**src/rtl/karatsuba_pkg.sv**
```systemverilog
// Shared types and defaults for the Karatsuba multiplier back-end stages.
package karatsuba_pkg;

    typedef enum logic [1:0] {
        IDLE  = 2'd0,
        ACCUM = 2'd1,
        HOLD  = 2'd2
    } state_t;

    localparam int DEF_N_BITS    = 15;
    localparam int DEF_ACC_BITS  = 40;
    localparam int DEF_COUNT_MAX = 16;

    // Width needed to hold a product count from 0 up to and including count_max.
    function automatic int count_width(input int count_max);
        return $clog2(count_max + 1);
    endfunction

endpackage

```
**src/rtl/acc_add_sat.sv**
```systemverilog
// Accumulator adder with carry-out; clamps to all-ones when PROD_ACC_SAT_EN is defined,
// otherwise wraps modulo 2^ACC_BITS.
module acc_add_sat #(
    parameter int ACC_BITS = 40,
    parameter int IN_BITS  = 30
) (
    input  logic [ACC_BITS-1:0] acc,
    input  logic [IN_BITS-1:0]  addend,
    output logic [ACC_BITS-1:0] sum,
    output logic                carry
);

    logic [ACC_BITS:0] wide_sum;

    always_comb begin
        wide_sum = {1'b0, acc} + (ACC_BITS + 1)'(addend);
        carry    = wide_sum[ACC_BITS];
`ifdef PROD_ACC_SAT_EN
        sum = carry ? {ACC_BITS{1'b1}} : wide_sum[ACC_BITS-1:0];
`else
        sum = wide_sum[ACC_BITS-1:0];
`endif
    end

endmodule

```
**src/rtl/prod_accumulator.sv**
```systemverilog
// Sums bursts of multiplier products and presents each total on a held output handshake.
// Optional saturation of the accumulator is selected with the PROD_ACC_SAT_EN macro.
module prod_accumulator
    import karatsuba_pkg::*;
#(
    parameter int N_BITS    = DEF_N_BITS,
    parameter int ACC_BITS  = DEF_ACC_BITS,
    parameter int COUNT_MAX = DEF_COUNT_MAX,
    localparam int P_BITS   = 2 * N_BITS,
    localparam int CNT_BITS = count_width(COUNT_MAX)
) (
    input  logic                clk,
    input  logic                rst,
    input  logic                in_valid,
    output logic                in_ready,
    input  logic [P_BITS-1:0]   in_prod,
    input  logic                in_last,
    output logic                out_valid,
    input  logic                out_ready,
    output logic [ACC_BITS-1:0] out_sum,
    output logic [CNT_BITS-1:0] out_count,
    output logic                out_overflow,
    output logic [1:0]          dbg_state
);

    if (ACC_BITS < P_BITS) begin : g_bad_acc_bits
        $error("prod_accumulator: ACC_BITS must be >= 2*N_BITS");
    end
    if (COUNT_MAX < 1) begin : g_bad_count_max
        $error("prod_accumulator: COUNT_MAX must be >= 1");
    end

    // Handshakes: a beat moves on a rising edge where valid and ready are both high.
    // in_ready and out_valid are decodes of the registered state only, so neither
    // side ever sees a combinational path from the other side's valid/ready.

    state_t                state;
    state_t                state_next;
    logic [ACC_BITS-1:0]   acc;
    logic [CNT_BITS-1:0]   count;
    logic                  overflow;

    logic                  take_in;
    logic                  take_out;
    logic [CNT_BITS-1:0]   count_inc;
    logic [ACC_BITS-1:0]   add_sum;
    logic                  add_carry;

    assign take_in   = in_valid & in_ready;
    assign take_out  = out_valid & out_ready;
    assign count_inc = count + CNT_BITS'(1);

    acc_add_sat #(
        .ACC_BITS (ACC_BITS),
        .IN_BITS  (P_BITS)
    ) u_add (
        .acc    (acc),
        .addend (in_prod),
        .sum    (add_sum),
        .carry  (add_carry)
    );

    always_ff @(posedge clk or posedge rst) begin
        if (rst) begin
            state <= IDLE;
        end else begin
            state <= state_next;
        end
    end

    always_comb begin
        state_next = state;
        case (state)
            IDLE: begin
                if (take_in) begin
                    state_next = (in_last || COUNT_MAX == 1) ? HOLD : ACCUM;
                end
            end
            ACCUM: begin
                if (take_in) begin
                    state_next = (in_last || count_inc == CNT_BITS'(COUNT_MAX)) ? HOLD : ACCUM;
                end
            end
            HOLD: begin
                if (take_out) begin
                    state_next = IDLE;
                end
            end
            default: state_next = IDLE;
        endcase
    end

    always_comb begin
        in_ready  = (state != HOLD);
        out_valid = (state == HOLD);
        dbg_state = state;
    end

    // The first product loads rather than adds, so a stale total can never leak into a new burst.
    always_ff @(posedge clk or posedge rst) begin
        if (rst) begin
            acc      <= '0;
            count    <= '0;
            overflow <= 1'b0;
        end else begin
            case (state)
                IDLE: begin
                    if (take_in) begin
                        acc      <= ACC_BITS'(in_prod);
                        count    <= CNT_BITS'(1);
                        overflow <= 1'b0;
                    end
                end
                ACCUM: begin
                    if (take_in) begin
                        acc      <= add_sum;
                        count    <= count_inc;
                        overflow <= overflow | add_carry;
                    end
                end
                HOLD: begin
                    if (take_out) begin
                        acc      <= '0;
                        count    <= '0;
                        overflow <= 1'b0;
                    end
                end
                default: begin
                    acc      <= '0;
                    count    <= '0;
                    overflow <= 1'b0;
                end
            endcase
        end
    end

    assign out_sum      = acc;
    assign out_count    = count;
    assign out_overflow = overflow;

endmodule
```
**config.mk**
```make
export PLATFORM = sky130hd
export DESIGN_NAME = prod_accumulator
export DESIGN_NICKNAME = d
export VERILOG_FILES = /design/src/rtl/karatsuba_pkg.sv /design/src/rtl/acc_add_sat.sv /design/src/rtl/prod_accumulator.sv
export SDC_FILE = /design/constraint.sdc
export NUM_CORES = 1
export LEC_CHECK = 0
export ABC_AREA = 1
export CAP_MARGIN = 20
export CORE_MARGIN = 2
export CORE_UTILIZATION = 55
export CTS_CLUSTER_DIAMETER = 150
export DETAILED_ROUTE_END_ITERATION = 12
export GPL_TIMING_DRIVEN = 0
export PLACE_DENSITY = 0.92
export SLEW_MARGIN = 10
export SYNTH_ARGS = -nofsm -noshare
export SYNTH_HDL_FRONTEND = slang
export SYNTH_SLANG_ARGS = --single-unit
```
**constraint.sdc**
```tcl
create_clock -name clk -period 3.5 [get_ports clk]
set_input_delay 0.7 -clock clk [delete_from_list [all_inputs] [get_ports clk]]
set_output_delay 0.7 -clock clk [all_outputs]
set_load 0.005 [all_outputs]
```
==> results.cfg <==
[detailed_routing]
ant_nets = 0
avgRoutedWirePerCell_um = 14.1
drc_errors = 0
vias_per_cell = 5.35
dr.pass1.iters = 5
drtIter0Drc = 438
drt_wl_total_um = 14400
num_vias = 5463

[global_route]
grt_max_degree = 26
grt_antenna_before_repair = 0
grt_pass1_vias = 5067
track_usage_pct = 31.0
grt_pass1_wl_um = 24000
grt_overflow = 0

[power]
power_density_nw_per_um2 = 776
cellLeakagePower_nw = 3.14
ir_drop_v = 0.000458

[floorplan]
die_h_um = 97.4
row_count = 34
die_w_um = 97.4
start_util_pct = 55.9
die_area_um2 = 9490
coreArea_um2 = 8590
io-pin-count = 85

[logic_synthesis]
syn_inst = 821
ys_seq_area_share_pct = 25.0
syn_nets = 889
syn-cell-area_um2 = 4800
synth_area_per_cell_um2 = 5.85
yosys_warnings = 0
synth_cell_types = 34
ys_ff_latch = 48

[cells_and_area]
post_route_cells_drive_above_1_share_pct = 3.28
layout_common_cells = 303 x nand2_1, 117 x inv_1, 86 x nor2_1
synthToLayoutAreaGrowth_pct = 23.1
fillers = 809
final_common_cell = nand2_1
layout.nets = 981
antenna_cells = 0

[sta]
skew_ns = 0.00536
min_period_over_period_pct = 80.7
fin_ws_ns = 0.675
fmax_mhz = 354
grt_setup_unrepaired = false
maxSlewViolCount = 0
final_hold_viol_count = 0
holdWs_ns = 0.522
finalCriticalPeriod_ns = 2.83
slew_headroom_pct = 49.8
setup_viol = 0
worstMarginPinSlew_ns = 0.753
setup_tns_ns = 0

[place]
io_buffers = 84
post-dp-hpwl_um = 11700
gp_congestion = 1.01
preCtsSetupSlack_ns = 0.387

[worst_setup_path]
required_ns = 3.71
cp-end-kind = flop
crit_type = in2reg
start_kind = primary input
cp_data_arrival_time_ns = 3.03
path_max_fanout = 5
ff2ff_path_depth = 12

[clock_network]
cts.repair.resized = 0
numCtsBuffers = 5
cts_setup_buffers = 0
cts.path.max_buffers = 2
clock_sinks = 48
insertion_delay_ns = 0.31
cts_tree = done
htreeDepth = 2
clk_pin_slew_ns = 0.09
cts-root-buf = clkbuf_8
holdBufCountCts = 0

[outcome]
status = completed

[min_path]
hp-class = reg2reg
min_path_cells = 2

[flow_run]
drv_cap = 0
layer usage:
| metal | global-route usage [%] | wire (um) |
|---|---|---|
| met3 | 4.68 | 1390 |
| met2 | 48.0 | 6180 |
| met5 | 0 | 0 |
| met4 | 8.65 | 368 |
| met1 | 45.2 | 6500 |
metrics by stage:
step	power (mW)	utilization, %	std cells	cell area, um2
2_1_floorplan	2.99	-	821	4800
3_5_place_dp	4.10	67.5	1014	5800
6_report	4.58	68.8	1022	5910
4_1_cts	4.54	68.8	1022	5910
3_3_place_gp	4.05	67.2	1013	5780
5_1_grt	5.04	68.8	1022	5910
sequential cells by signal, summed over array words and instances, names as in the netlist:
signal	flops
out_sum	40
out_count	5
dbg_state	2
out_overflow	1
worst paths after layout:
path | slack, ns | start | end
min in group asynchronous | 0.73 | rst | out_sum[29]$_DFFE_PP0P_
worst min-delay path | 0.52 | out_sum[28]$_DFFE_PP0P_ | out_sum[28]$_DFFE_PP0P_
max in group asynchronous | 2.25 | rst | out_sum[11]$_DFFE_PP0P_
worst max register to register | 1.13 | out_sum[0]$_DFFE_PP0P_ | out_sum[30]$_DFFE_PP0P_
worst min register to register | 0.52 | out_sum[28]$_DFFE_PP0P_ | out_sum[28]$_DFFE_PP0P_
worst max-delay path | 0.67 | in_prod[0] | out_sum[30]$_DFFE_PP0P_
cell type report:
class                      count  area (um2)  area share [%]
multi-input combinational    636        3050            51.6
buffer                        15        90.1            1.52
timing repair buffer          85         861            14.6
sequential                    48        1200            20.3
clock buffer                   5        68.8            1.16
clock inverter                 3        42.5           0.720
inverter                     122         459            7.77
tap                          108         135            2.29
worst max-delay path, stage by stage:
cell and delay [ns]:
clkdlybuf4s50_1 0.45, ha_1 0.28, fa_1 0.47, nand3_1 0.12
nand3_1 0.15, nand2_1 0.09, nand2_1 0.13, nand2_1 0.12
nand2_1 0.08, nand3_1 0.07, nand2_1 0.13, a21oi_1 0.17
nor2_1 0.06
power breakdown:
part	switching (mW)	total (mW)	leakage (nW)	internal [mW]
clock	0.209	0.421	0.0541	0.212
combinational	1.94	3.21	2.48	1.27
sequential	0.199	0.953	0.607	0.754
kinds of logic after synthesis:
group / after synthesis / synth area share, %
buffers and inverters: 137 / 11.4
adder cells (fa/ha/maj): 33 / 8.75
AND/OR/NAND/NOR: 487 / 41.7
AO/OA/AOI/OAI: 112 / 12.4
flip-flops: 48 / 25.0
XOR/XNOR: 4 / 0.730
Yosys cell counts (all sizes together):
master | instances | area share [%]
clkbuf | 8 | 0.63
a21oi | 79 | 8.2
ha | 32 | 8.3
nand3 | 63 | 6.6
clkinv | 1 | 0.10
inv | 121 | 9.5
a22oi | 1 | 0.16
a31oi | 2 | 0.26
and3 | 1 | 0.13
nand2 | 304 | 24
dfrtp | 48 | 25
fa | 1 | 0.42
o31ai | 1 | 0.16
or2 | 6 | 0.78
nor3 | 5 | 0.52
nand4 | 8 | 1.0
a32o | 1 | 0.21
o22ai | 1 | 0.13
xnor2 | 1 | 0.18
a21o | 2 | 0.31
nor2 | 89 | 7.2
xor2 | 3 | 0.55
buf | 7 | 1.3
o21bai | 6 | 0.94
nor4 | 1 | 0.13
and2 | 3 | 0.39
o21ai | 19 | 2.0
nand3b | 7 | 1.1
No activity file was read; power rests on OpenSTA's default activity.
